## src/rtl/ibus_pkg.sv

```systemverilog
// ibus_pkg: line geometry and responder state encoding shared by the
// instruction cache and its line responder.
package ibus_pkg;
   localparam int BLK_LEN  = 4;
   localparam int WORD_W   = 32;
   localparam int BLK_SIZE = BLK_LEN * WORD_W;
   localparam int IDX_W    = $clog2(BLK_LEN);
   typedef enum logic [1:0] {
      IDLE  = 2'd0,
      WAIT  = 2'd1,
      FETCH = 2'd2,
      RESP  = 2'd3
   } ibus_state_e;
endpackage

```

## src/rtl/imem_line_asm.sv

```systemverilog
// imem_line_asm: collects ROM words into a line; the published line only
// updates when the last word lands, so it holds between responses.
module imem_line_asm
   import ibus_pkg::*;
(
   input  logic                clk,
   input  logic                rst_n,
   input  logic                we,
   input  logic [IDX_W-1:0]    idx,
   input  logic [WORD_W-1:0]   din,
   output logic [BLK_SIZE-1:0] line
);
   logic [BLK_SIZE-1:0] words, nxt;
   always_comb begin
      nxt = words;
      if (we) nxt[WORD_W*idx +: WORD_W] = din;
   end
   always_ff @(posedge clk or negedge rst_n)
      if (!rst_n) begin
         words <= '0;
         line  <= '0;
      end else begin
         words <= nxt;
         line  <= (we && idx == IDX_W'(BLK_LEN - 1)) ? nxt : line;
      end
endmodule

```

## src/rtl/imem_line_resp.sv

```systemverilog
// imem_line_resp: answers cache line reads by streaming four words out of a
// synchronous instruction ROM after a fixed access latency.
module imem_line_resp
   import ibus_pkg::*;
#(
   parameter int ACCESS_LAT = 4,
   parameter int ROM_AW     = 14
) (
   input  logic                cpu_clk,
   input  logic                cpu_rst_n,
   output logic                mem_rrdy,
   input  logic [3:0]          mem_ren,
   input  logic [31:0]         mem_raddr,
   output logic                mem_rvalid,
   output logic [BLK_SIZE-1:0] mem_rdata,
   output logic [ROM_AW-1:0]   rom_addr,
   input  logic [31:0]         rom_dout,
   output logic [31:0]         served_cnt
);
   localparam int WAIT_INIT = (ACCESS_LAT > 0) ? ACCESS_LAT - 1 : 0;
   ibus_state_e state, nxt;
   logic [ROM_AW-1:0] base;
   logic [3:0] wcnt;
   logic [2:0] fcnt;
   logic accept, cap_we, unused;
   assign unused   = ^{mem_raddr[31:ROM_AW+2], mem_raddr[1:0]};
   assign accept   = (state == IDLE) && mem_rrdy && (mem_ren != 4'd0);
   // ROM data lags its address by one cycle, so capture trails fetch by one
   assign cap_we   = (state == FETCH) && (fcnt != 3'd0);
   assign rom_addr = (state == FETCH && fcnt < 3'(BLK_LEN)) ? base + ROM_AW'(fcnt) : '0;
   always_comb begin
      nxt = IDLE;
      case (state)
         IDLE:    nxt = accept ? ((ACCESS_LAT == 0) ? FETCH : WAIT) : IDLE;
         WAIT:    nxt = (wcnt == 4'd0) ? FETCH : WAIT;
         FETCH:   nxt = (fcnt == 3'(BLK_LEN)) ? RESP : FETCH;
         default: nxt = IDLE;
      endcase
   end
   always_ff @(posedge cpu_clk or negedge cpu_rst_n)
      if (!cpu_rst_n) begin
         state      <= IDLE;
         mem_rrdy   <= 1'b0;
         mem_rvalid <= 1'b0;
         served_cnt <= '0;
         base       <= '0;
         wcnt       <= '0;
         fcnt       <= '0;
      end else begin
         state      <= nxt;
         mem_rrdy   <= (nxt == IDLE);
         mem_rvalid <= (nxt == RESP);
         served_cnt <= (nxt == RESP) ? served_cnt + 32'd1 : served_cnt;
         base       <= accept ? mem_raddr[ROM_AW+1:2] : base;
         wcnt       <= accept ? 4'(WAIT_INIT) : (state == WAIT && wcnt != 4'd0) ? wcnt - 4'd1 : wcnt;
         fcnt       <= (state == FETCH && fcnt != 3'(BLK_LEN)) ? fcnt + 3'd1 : 3'd0;
      end
   imem_line_asm u_asm (
      .clk   (cpu_clk),
      .rst_n (cpu_rst_n),
      .we    (cap_we),
      .idx   (IDX_W'(fcnt - 3'd1)),
      .din   (rom_dout),
      .line  (mem_rdata)
   );
endmodule

```

## config.mk

```make
export PLATFORM = sky130hd
export DESIGN_NAME = imem_line_resp
export DESIGN_NICKNAME = d
export VERILOG_FILES = /design/src/rtl/ibus_pkg.sv /design/src/rtl/imem_line_asm.sv /design/src/rtl/imem_line_resp.sv
export SDC_FILE = /design/constraint.sdc
export NUM_CORES = 1
export LEC_CHECK = 0
export CORE_AREA = 10 10 247 155
export DETAILED_ROUTE_END_ITERATION = 12
export DIE_AREA = 0 0 257 165
export SYNTH_ARGS = -nofsm -noshare
export SYNTH_HDL_FRONTEND = slang
export SYNTH_HIERARCHICAL = 1
export SYNTH_SLANG_ARGS = --single-unit
export TNS_END_PERCENT = 50
```

## constraint.sdc

```tcl
create_clock -name cpu_clk -period 7.3 [get_ports cpu_clk]
set_input_delay 0.73 -clock cpu_clk [delete_from_list [all_inputs] [get_ports cpu_clk]]
set_output_delay 0.73 -clock cpu_clk [all_outputs]
set_load 0.02 [all_outputs]
```

# After elaboration in Yosys (flattened, before gate mapping)
# Cells that the tools add are included.
# W data, S select, Z words.
dict set report op_classes {
  muxes 10
  shift 2
  addsub 6
  reduce_logical 14
  n_lt_le_gt_ge 1
  eq_ne 6
}
# op n
set op_table {}
lappend op_table {{$bwmux W128} 1}
lappend op_table {{$mux W128} 1}
lappend op_table {{$shift A32 B34 Y128 const A} 1}
lappend op_table {{$shiftx A32 B34 Y128} 1}
lappend op_table {{$neg A7 Y34} 1}
lappend op_table {{$add A32 B1 Y32 const B} 1}
lappend op_table {{$add A14 B3 Y14} 1}
lappend op_table {{$mux W14} 1}
lappend op_table {{$mux W4} 2}
lappend op_table {{$reduce_bool A4 Y1} 2}
lappend op_table {{$logic_and A1 B1 Y1} 7}
lappend op_table {{$eq A2 B2 Y1 const B} 3}
lappend op_table {{$pmux W2 S3} 1}
lappend op_table {{$logic_not A2 Y1} 2}
lappend op_table {{$logic_not A4 Y1} 1}
lappend op_table {{$sub A4 B1 Y4 const B} 1}
lappend op_table {{$add A3 B1 Y3 const B} 1}
lappend op_table {{$eq A3 B3 Y1 const B} 1}
lappend op_table {{$lt A3 B3 Y1 const B} 1}
lappend op_table {{$mux W3} 1}
lappend op_table {{$ne A3 B3 Y1 const B} 1}
lappend op_table {{$reduce_bool A3 Y1} 1}
lappend op_table {{$eq A2 B1 Y1 const B} 1}
lappend op_table {{$mux W1} 2}
lappend op_table {{other kinds (3)} 3}
dict set report totals {
  out_inout_bits 176
  wordCells 48
  regBits 313
}

# Depth between registers and ports, before layout
# Gate-level depths: netlist (run 1).
dict set report logic_depth {
  word_depth 6
  depth_mapped 11
  ltp_nobuf 8
}

# Hierarchy
# The synthesis (run 1) kept the hierarchy.
# module cells_each area_each_um2 instances
set by_module_without_submodules {}
lappend by_module_without_submodules {imem_line_asm 764 8764.7 1}
lappend by_module_without_submodules {imem_line_resp 270 2919.0 1}

# Least setup slack after synthesis (run 1)
# No wires, ideal clock.
dict set report synth_timing {
  path_kind {register to output}
  startpoint {register fcnt[0]}
  endpoint {output rom_addr[10]}
  n_path_buf 0
  path_stages_with_launch 8
  arrival_time_ns 1.954
  required_time_ns 6.570
  path_slack_ns 4.616
  path_cell_list {dfrtp_1 ha_1 inv_1 fa_1 nor2b_1 o21ai_0 or3_1 a21oi_1}
}
dict set report synth_via {
  elab_chain_len 3
}
# element line
set synth_rtl {}
lappend synth_rtl {{start: declaration} imem_line_resp.sv:24} ;# logic [2:0] fcnt;
lappend synth_rtl {{start signal: assignment} imem_line_resp.sv:56} ;# fcnt <= (state == FETCH && fcnt != 3'(BLK_LEN)) ? fcnt + 3'd1 : 3'd0;
lappend synth_rtl {{branches (longest 2 deep; another with $add A14 B3 Y14)} -}
lappend synth_rtl {{$mux W14 (*)} imem_line_resp.sv:30} ;# assign rom_addr = (state == FETCH && fcnt < 3'(BLK_LEN)) ? base + ROM_AW'(fcnt) : '0;
lappend synth_rtl {{end: declaration} imem_line_resp.sv:16} ;# output logic [ROM_AW-1:0] rom_addr,
# Mark *: on every way between the ends.

# Worst setup path in the final report (run 1)
dict set report layout_timing {
  startpoint {register fcnt[0]}
  endpoint {output rom_addr[12]}
}
# Same word-level chain as after synthesis.

==> impl_metrics.json, run 1 <==
{
  "holdWs_ns": 0.217,
  "p_int_mw": 3.89,
  "max_slew_margin_pct": 17.9,
  "firstDrtPassIters": 5,
  "tightest_slew_ns": 1.23,
  "finalHoldViolations": 0,
  "dpl.hpwl_mm": 23.7,
  "finalSetupTns_ns": 0,
  "die-area_sq_mm": 0.0424,
  "finalCritPeriodShare_pct": 53.0,
  "min_path_type": "in -> async",
  "gr-total-overflow": 0,
  "cp_max_fo": 6,
  "finClkSkew_ns": 0.0127,
  "status": "finished, final reports clean",
  "setup_viol": 0,
  "via_per_inst": 5.05,
  "place_congestion": 0.759,
  "ant_nets": 0,
  "postLayoutCellArea_sq_mm": 0.0152,
  "max_freq_mhz": 258,
  "post_cts_resize_count": 0,
  "cp_slowest_stage_delay_ns": 0.63,
  "antenna_found_initial": 1,
  "syn_inst": 1034,
  "cts_buffers": 27,
  "p_total_mw": 5.98,
  "synthesis.nets": 1117,
  "routed_wl_mm": 35.2,
  "vdd_ir_drop_max_mv": 0.202,
  "min_period_ns": 3.87,
  "synth_area_sq_mm": 0.0117,
  "path_buf_inv": 2,
  "io_buffer_count": 227,
  "dieHeight_microns": 165,
  "path_class": "reg -> out",
  "drt_iter0_markers": 601,
  "finalMaxSlewViolations": 0,
  "rsz0062_at_grt": "false",
  "clk-insertion-delay-late_ns": 0.55,
  "cp.arrival_ns": 3.14,
  "ctsHoldBuffers": 0,
  "synth.yosys.seq_area_share_pct": 60.2,
  "root_buffer": "clkbuf_16",
  "clockBufferDepth": 3,
  "place_area_sq_mm": 0.0143,
  "power_frac_comb_pct": 37.1,
  "cts_tree": "yes",
  "dr_total_vias": 8664,
  "start_kind": "flop",
  "finalNetCount": 1313,
  "cp_cell_sequence": "ha_1 > inv_1 > fa_1 > nor2b_1 > o21ai_0 > or3_1 > a21oi_1 > clkdlybuf4s50_1",
  "p_per_area_mw_per_mm2": 393,
  "grtUsageTotal_pct": 16.2,
  "grt_pass1_wl_mm": 54.4,
  "htreeDepth": 1,
  "clkSinkCount": 281,
  "path_delay_family": "buffers and inverters",
  "ys_warn_count": 6,
  "grt_pass1_vias": 8731,
  "synthDistinctLibCells": 50,
  "critical_path_required_ns": 6.57,
  "grt_start_max_net_pins": 117,
  "ys_seq_elements": 281,
  "cts_setup_buffers": 0,
  "drcViolationCount": 0,
  "static-leakage-power_nw": 6.40,
  "drive_above_1_share_pct": 7.35,
  "area_growth_pct": 30.2,
  "start_util_pct": 34.9,
  "p_sw_mw": 2.09,
  "io_pins": 246,
  "max_cap_viol_count": 0,
  "slowest_stage": "clkdlybuf4s50_1",
  "cp-end-kind": "primary output",
  "clkTransAtPathRegs_ns": 0.06,
  "rows": 52,
  "core_sq_mm": 0.0334,
  "swShare_pct": 34.9,
  "die_w_microns": 257,
  "p_clk_share_pct": 24.3,
  "seq_power_share_pct": 38.6,
  "avgSynthCellArea_sq_um": 11.3,
  "avgRoutedWirePerCell_microns": 20.5
}
==> final timing paths <==
| check | from | to | slack [ns] | cells past startpoint |
|---|---|---|---|---|
| max in group asynchronous | cpu_rst_n | u_asm/words[93]$_DFF_PN0_ | 5.65 | 2 |
| worst max register to register | fcnt[0]$_DFF_PN0_ | u_asm/line[62]$_DFFE_PN0P_ | 3.50 | 8 |
| worst max-delay path | fcnt[0]$_DFF_PN0_ | rom_addr[12] | 3.43 | 8 |
| worst min-delay path | cpu_rst_n | base[9]$_DFFE_PN0N_ | 0.22 | 1 |
| min in group cpu_clk | u_asm/words[85]$_DFF_PN0_ | u_asm/words[85]$_DFF_PN0_ | 0.46 | 2 |
| worst min register to register | u_asm/words[85]$_DFF_PN0_ | u_asm/words[85]$_DFF_PN0_ | 0.46 | 2 |
==> cell type report <==
class	count	area, sq um
diodes	4	10.0
clock buffers	36	749
clock inverters	14	163
fillers	3121	18200
inverters	73	274
multi-input cells	605	4020
flip-flops and latches	281	7030
well taps	459	574
repair buffers	242	2390
==> through the flow <==
stage | instances | setup WS, ns | util, %
6_report | 1714 | 3.43 | 45.5
2_1_floorplan | 1034 | 4.62 | -
4_1_cts | 1710 | 3.38 | 45.5
3_3_place_gp | 1660 | 3.51 | 42.7
5_1_grt | 1710 | 3.05 | 45.5
3_5_place_dp | 1660 | 3.39 | 42.7
==> worst register-to-register path: stages, from the launching register on <==
cell and delay [ns]:
dfrtp_1 0.38, inv_1 0.05, buf_4 0.25, ha_1 0.34
a21oi_1 0.74, and2_4 0.61, buf_4 0.94, nand4_1 0.33
nand3_1 0.11
==> cells in the mapped netlist (all sizes together) <==
library cell,n,share of area (%)
nor4b,1,0.13
fa,1,0.17
xnor2,27,2.0
clkbuf,44,1.4
nand4,24,1.5
or3,6,0.32
or4b,1,0.12
o31a,1,0.075
and3b,1,0.075
or2,3,0.16
a22oi,32,2.1
and3,7,0.37
o21ai,44,1.9
nor3b,1,0.064
a32oi,59,4.4
dfrtp,281,60
buf,31,1.8
o21a,1,0.064
nand2b,3,0.16
or3b,1,0.075
and4bb,1,0.11
xor2,11,0.82
o2111ai,1,0.075
nor2,78,2.5
nor3,8,0.34
nand3,15,0.64
a22o,65,4.9
nor2b,32,1.7
mux2,15,1.4
ha,12,1.3
nor4,6,0.71
a21o,1,0.064
a21oi,69,3.0
a211o,1,0.075
and4b,1,0.086
inv,73,2.3
and2,10,0.54
a31oi,5,0.27
nand2,57,1.9
o211ai,1,0.064
and4,3,0.22
==> cells in the final DEF (no fill, tap or decap), types with 7 or more instances in the layout <==
master	n
clkdlybuf4s50_1	226
xor2_1	11
nor3_1	8
nand2_1	55
dfrtp_1	281
a32oi_1	59
and3_1	7
nor2b_1	32
and2_1	9
mux2_2	15
nand3_1	15
nand4_1	22
xnor2_1	27
ha_1	12
buf_4	15
o21ai_0	14
o21ai_1	30
clkbuf_16	27
a22oi_1	32
a22o_1	65
nor2_1	77
inv_1	72
a21oi_1	69
==> sequential cells by signal, indices dropped and copies added (netlist names) <==
signal / count
mem_rrdy: 1
fcnt: 3
u_asm/words: 96
state: 2
base: 14
u_asm/line: 128
wcnt: 4
mem_rvalid: 1
served_cnt: 32
==> kinds of logic (layout without fill, tap and decap cells) <==
group,count (synthesis),count (layout),share of synthesized area (%)
flip-flops,281,281,60.2
XOR/XNOR,38,38,2.85
AO/OA/AOI/OAI,280,280,16.9
other,0,4,0
AND/OR/NAND/NOR,259,259,11.7
buffers and inverters,148,365,5.53
adder cells (fa/ha/maj),13,13,1.46
multiplexers,15,15,1.45
==> power by group through the flow <==
| stage | Sequential [mW] | Combinational, mW | Clock (mW) |
|---|---|---|---|
| 2_1_floorplan | 2.74 | 0.686 | 0 |
| 3_3_place_gp | 2.32 | 2.24 | 0 |
| 3_5_place_dp | 2.33 | 2.26 | 0 |
| 4_1_cts | 2.31 | 2.27 | 1.50 |
| 5_1_grt | 2.37 | 2.40 | 1.56 |
| 6_report | 2.31 | 2.22 | 1.45 |
==> metal layers <==
metal	GRT usage [%]	vias up	routed length [microns]
li1	-	4073	-
met1	23.3	4365	17300
met2	24.1	200	15200
met3	4.59	26	2160
met4	2.54	0	427
met5	0	-	0
Note: power is estimated with default switching activity, not from simulation.
==> run 2, diff against run 1 <==
clock period = 4 ns   (was 7.3 ns; I/O delays follow)
==> run 2 against run 1 <==
Cell count up 0.41%. Wire length grew 0.18%. Sequential power increased by 84%. Clock-buffer cell count up 8. Clock power grew 88%. Power increased by 84%. Register-to-register slack worse by 2.7 ns. Via count up 0.84%. Hold slack better by 0.23 ns. Utilization up 0.43 points. Non-clock buffer count is 6 higher. Global-route usage about the same.
==> impl_metrics.json, run 2 (synthesis results as in run 1) <==
{
  "status": "finished, final reports clean",
  "static-leakage-power_nw": 6.49,
  "cp_max_fo": 6,
  "drt_iter0_markers": 468,
  "drive_above_1_share_pct": 8.02,
  "p_clk_share_pct": 24.8,
  "io_pins": 246,
  "reg2reg_from": "fcnt[0]$_DFF_PN0_",
  "ant_nets": 0,
  "p_int_mw": 7.20,
  "finalSetupTns_ns": 0,
  "htreeDepth": 1,
  "final-instance-count-excl-fill": 1721,
  "swShare_pct": 34.6,
  "via_per_inst": 5.08,
  "finalHoldViolations": 0,
  "seq_power_share_pct": 38.5,
  "holdWs_ns": 0.449,
  "gr-total-overflow": 0,
  "finalMaxSlewViolations": 0,
  "final_util_pct": 45.9,
  "grt_pass1_vias": 8884,
  "vdd_ir_drop_max_mv": 0.332,
  "antenna_found_initial": 0,
  "layout_common_cells": "dfrtp_1, clkdlybuf4s50_1, nor2_1",
  "rsz0062_at_grt": "false",
  "die-area_sq_mm": 0.0424,
  "min_path_type": "in -> async",
  "cts_setup_buffers": 0,
  "top_register": "u_asm/line",
  "die_w_microns": 257,
  "clk-insertion-delay-late_ns": 0.56,
  "firstDrtPassIters": 5,
  "cp-end-kind": "primary output",
  "max_cap_viol_count": 0,
  "min_period_ns": 3.56,
  "largestRegisters": "u_asm/line x128, u_asm/words x96, served_cnt x32",
  "largest_reg_flops": 128,
  "area_growth_pct": 31.5,
  "grt_start_max_net_pins": 105,
  "post_cts_resize_count": 0,
  "start_kind": "flop",
  "rr_endpoint": "u_asm/line[63]$_DFFE_PN0P_",
  "final_common_cell": "dfrtp_1",
  "grt_pass1_wl_mm": 54.6,
  "core_sq_mm": 0.0334,
  "fill_cells": 3122,
  "cts_tree": "yes",
  "max_freq_mhz": 281,
  "drcViolationCount": 0,
  "cts_buffers": 28,
  "dpl.hpwl_mm": 24.2,
  "finalCritPeriodShare_pct": 89.0,
  "reg2regPathDepth": 9,
  "start_util_pct": 34.9,
  "cp-startpoint": "fcnt[0]$_DFF_PN0_",
  "finClkSkew_ns": 0.0199,
  "rows": 52,
  "clkTransAtPathRegs_ns": 0.06,
  "rrSetupSlack_ns": 0.82,
  "dr_total_vias": 8737,
  "critical_path_required_ns": 3.60,
  "setup_viol": 0,
  "clkSinkCount": 281,
  "io_buffer_count": 227,
  "dp_cells": 1665,
  "tightest_slew_ns": 0.884,
  "cp-endpoint": "rom_addr[10]",
  "cp.arrival_ns": 3.16,
  "path_class": "reg -> out",
  "dieHeight_microns": 165,
  "clockBufferDepth": 3,
  "p_sw_mw": 3.81,
  "power_frac_comb_pct": 36.7,
  "p_per_area_mw_per_mm2": 717,
  "avgRoutedWirePerCell_microns": 20.5,
  "max_slew_margin_pct": 40.6,
  "routed_wl_mm": 35.2,
  "place_congestion": 0.788,
  "root_buffer": "clkbuf_16",
  "grtUsageTotal_pct": 16.2,
  "finalNetCount": 1320
}
## run 2: area by class of cell
class | instances | area, sq um | share of cell area (%)
sequential | 281 | 7030 | 45.8
multi-input combinational | 605 | 4020 | 26.2
timing repair buffer | 248 | 2470 | 16.1
clock buffer | 44 | 902 | 5.87
tap | 459 | 574 | 3.74
inverter | 73 | 274 | 1.78
clock inverter | 8 | 71.3 | 0.464
antenna | 3 | 7.51 | 0.0489
## run 2: critical path: stages, from the launching register on
cell and delay, ns:
dfrtp_1 0.37, ha_1 0.17, inv_1 0.06, fa_1 0.38, nor2b_1 0.37, o21ai_0 0.16, or3_1 0.32, a21oi_1 0.15
clkdlybuf4s50_1 0.64
## run 2: worst min-delay path by stage
stage                        startpoint                   end  slack [ns]  cells past startpoint
final                         cpu_rst_n   base[8]$_DFFE_PN0N_        0.45                      2
after global routing      mem_raddr[12]  base[10]$_DFFE_PN0N_        0.46                      2
after CTS                  mem_raddr[4]   base[2]$_DFFE_PN0N_        0.45                      2
after detailed placement      cpu_rst_n   base[9]$_DFFE_PN0N_        0.44                      1
after global placement        cpu_rst_n   base[9]$_DFFE_PN0N_        0.44                      1
after floorplan               cpu_rst_n   base[0]$_DFFE_PN0N_        0.10                      0
## run 2: through the flow
step           total power [mW]  instance area [sq um]  setup WS (ns)
3_5_place_dp               8.39                  14400          0.810
6_report                   11.0                  15400          0.439
3_3_place_gp               8.34                  14400          0.915
4_1_cts                    11.2                  15400          0.401
2_1_floorplan              6.25                  11700           1.65
5_1_grt                    11.6                  15400          0.240
## run 2: what timing repair did
action / 4_1_cts / 5_1_grt
hold endpoints to repair: 76 / 0
hold buffers: 1 / 0
setup endpoints to repair: 0 / 0
## run 2: power by group through the flow
stage | Combinational, mW | Clock (mW) | Sequential [mW]
detailed placement | 4.11 | 0 | 4.28
CTS | 4.12 | 2.81 | 4.25
finish | 4.04 | 2.73 | 4.24
global placement | 4.06 | 0 | 4.27
floorplan | 1.25 | 0 | 5.00
global route | 4.34 | 2.93 | 4.35
## run 2: metal layers
metal | global-route usage (%) | up-vias | share of wire [%]
li1 | - | 4087 | -
met1 | 23.5 | 4382 | 49
met2 | 24.0 | 226 | 43
met3 | 4.30 | 42 | 6.3
met4 | 2.87 | 0 | 1.4
met5 | 0 | - | 0
==> RTL change (settings of run 2) <==
Change the parameter `ROM_AW` from 14 to 13.
--- a/src/rtl/imem_line_resp.sv
+++ b/src/rtl/imem_line_resp.sv
@@ -5,5 +5,5 @@
 #(
    parameter int ACCESS_LAT = 4,
-   parameter int ROM_AW     = 14
+   parameter int ROM_AW     = 13
 ) (
    input  logic                cpu_clk,
Interface: changed (resized rom_addr); port bits go from 246 to 245. The function was not compared with the original's and may differ.
==> RTL change against run 2 <==
Final area decreased by 0.68%; wire length increased by 2.3%; synthesized area decreased by 1.1%; setup slack improved by 0.16 ns; clock skew decreased by 0.0065 ns; total power decreased by 0.18%; largest power group unchanged; sequential cell count decreased by 1; cell count decreased by 1.3%.
==> RTL change: results (changes against run 2) <==
[worst_setup_path]
arrival_ns=3.00  ; -0.16 ns
max_stage_delay_ns=0.66  ; +0.02 ns
endpoint=rom_addr[5]
cpLargestDelayFamily=compound AO/OA/AOI/OAI gates
reg2reg_to=u_asm/line[56]
cp-startpoint=fcnt[1]
cp_slowest_cell=clkdlybuf4s50_1
reg2reg_slack_ns=0.78  ; -0.04 ns
worstRegToRegCells=7  ; -2
crit_path_max_fanout=9  ; +3

[place]
gp_congestion=0.7510  ; -4.7%
io_buffer_count=225  ; -0.88%
place_hpwl_um=24370  ; +0.62%

[routing]
drt_iter0_markers=555  ; +19%
routed_via_density=5.137  ; +1.2%
wl_um=36020  ; +2.3%
first_pass_iters=5  ; unchanged

[synth]
synthTopCellsByCount=dfrtp_1 (280), nor2_1 (78), inv_1 (72)
seq_area_frac_synth_pct=60.63  ; +0.44 points
synth.area.top_cells=dfrtp_1 (61%), a22o_1 (4.9%), a32oi_1 (4.5%), a21oi_1 (2.9%), xnor2_1 (2.6%)
netlist-cell-type-count=47  ; -6.0%
synth_nets=1097  ; -1.8%

[cells_and_area]
nets=1299  ; -1.6%
reg.largest.list=u_asm/line: 128 flops, u_asm/words: 96 flops, served_cnt: 32 flops
n_antenna_cell=0  ; -3
drive_gt1_share_pct=8.394  ; +0.37 points
synthToLayoutAreaGrowth_pct=31.98

[clocking]
postCtsSetupBuffers=0  ; unchanged
cts_resized=0  ; unchanged
clk_latency_ns=0.55
cts_buffers=29  ; +3.6%
cts_max_level=1  ; unchanged
cts_hold_buf=1  ; unchanged
cts_buffer_depth=3  ; unchanged

[sta]
relSlewSlack_pct=30.92  ; -9.7 points
hold_ws_ns=0.4532  ; +0.004580 ns
clock_skew_ns=0.01344  ; -0.006468 ns

[global_route]
grt_pass1_vias=8839  ; -0.51%
antenna_found_initial=2  ; +2
grt_pass1_wl_um=55860  ; +2.2%
grt_max_degree=115  ; +9.5%
grt_usage_pct=16.62  ; +0.41 points

[power_and_ir_drop]
peakVddDrop_uv=392.7  ; +18%
leakage_uw=0.006440  ; -0.80%

[outcome]
outcome=complete, no violations

[hold_path]
hp-class=in2reg

[RTL change: cell types whose count changed after synthesis, sizes merged, moves of 3 or more]
cell	run 2	this run
xnor2	27	34
xor2	11	7
or3	6	2
nand3	15	18
nor4b	1	4
o21ai	44	35
nor2b	32	29
and2	10	4
nor3	8	5
nand4	24	21
[RTL change: power by group]
part           internal (µW)  total, µW  switching (µW)
Clock                   1650       2820            1170
Sequential              3650       4190             536
Combinational           1870       3990            2120
[RTL change: layer usage]
metal / vias up / wire length, µm / global-route usage [%]
li1: 4008 / - / -
met1: 4430 / 17240 / 23.80
met2: 244 / 15980 / 25.27
met3: 40 / 2354 / 4.191
met4: 0 / 446 / 2.706
met5: - / 0 / 0
[RTL change: cell type report]
class,count,area [µm²]
clock buffer,35,778.2
clock inverter,19,215.2
fill,3122,18190
inverter,73,274.0
multi-input combinational,587,3945
sequential,280,7007
tap,459,574.3
timing repair buffer,245,2460
[RTL change: stage by stage]
stage               utilization, %  area [µm²]  power [µW]  worst slack, ns  cells
floorplan                        -       11560        6142            1.663   1014
global placement             42.61       14250        8209           0.8460   1643
detailed placement           42.61       14250        8278           0.8072   1643
CTS                          45.61       15250       11160           0.6067   1698
global route                 45.61       15250       11600           0.4302   1698
finish                       45.61       15250       11000           0.5978   1698
[RTL change: cells by family (layout without fill, tap and decap cells)]
group / after synthesis / in the layout / synth area share, %
adder cells (fa/ha/maj): 13 / 13 / 1.472
flip-flops: 280 / 280 / 60.63
XOR/XNOR: 41 / 41 / 3.107
buffers and inverters: 147 / 372 / 5.543
AO/OA/AOI/OAI: 268 / 268 / 16.49
multiplexers: 14 / 14 / 1.364
AND/OR/NAND/NOR: 251 / 251 / 11.40
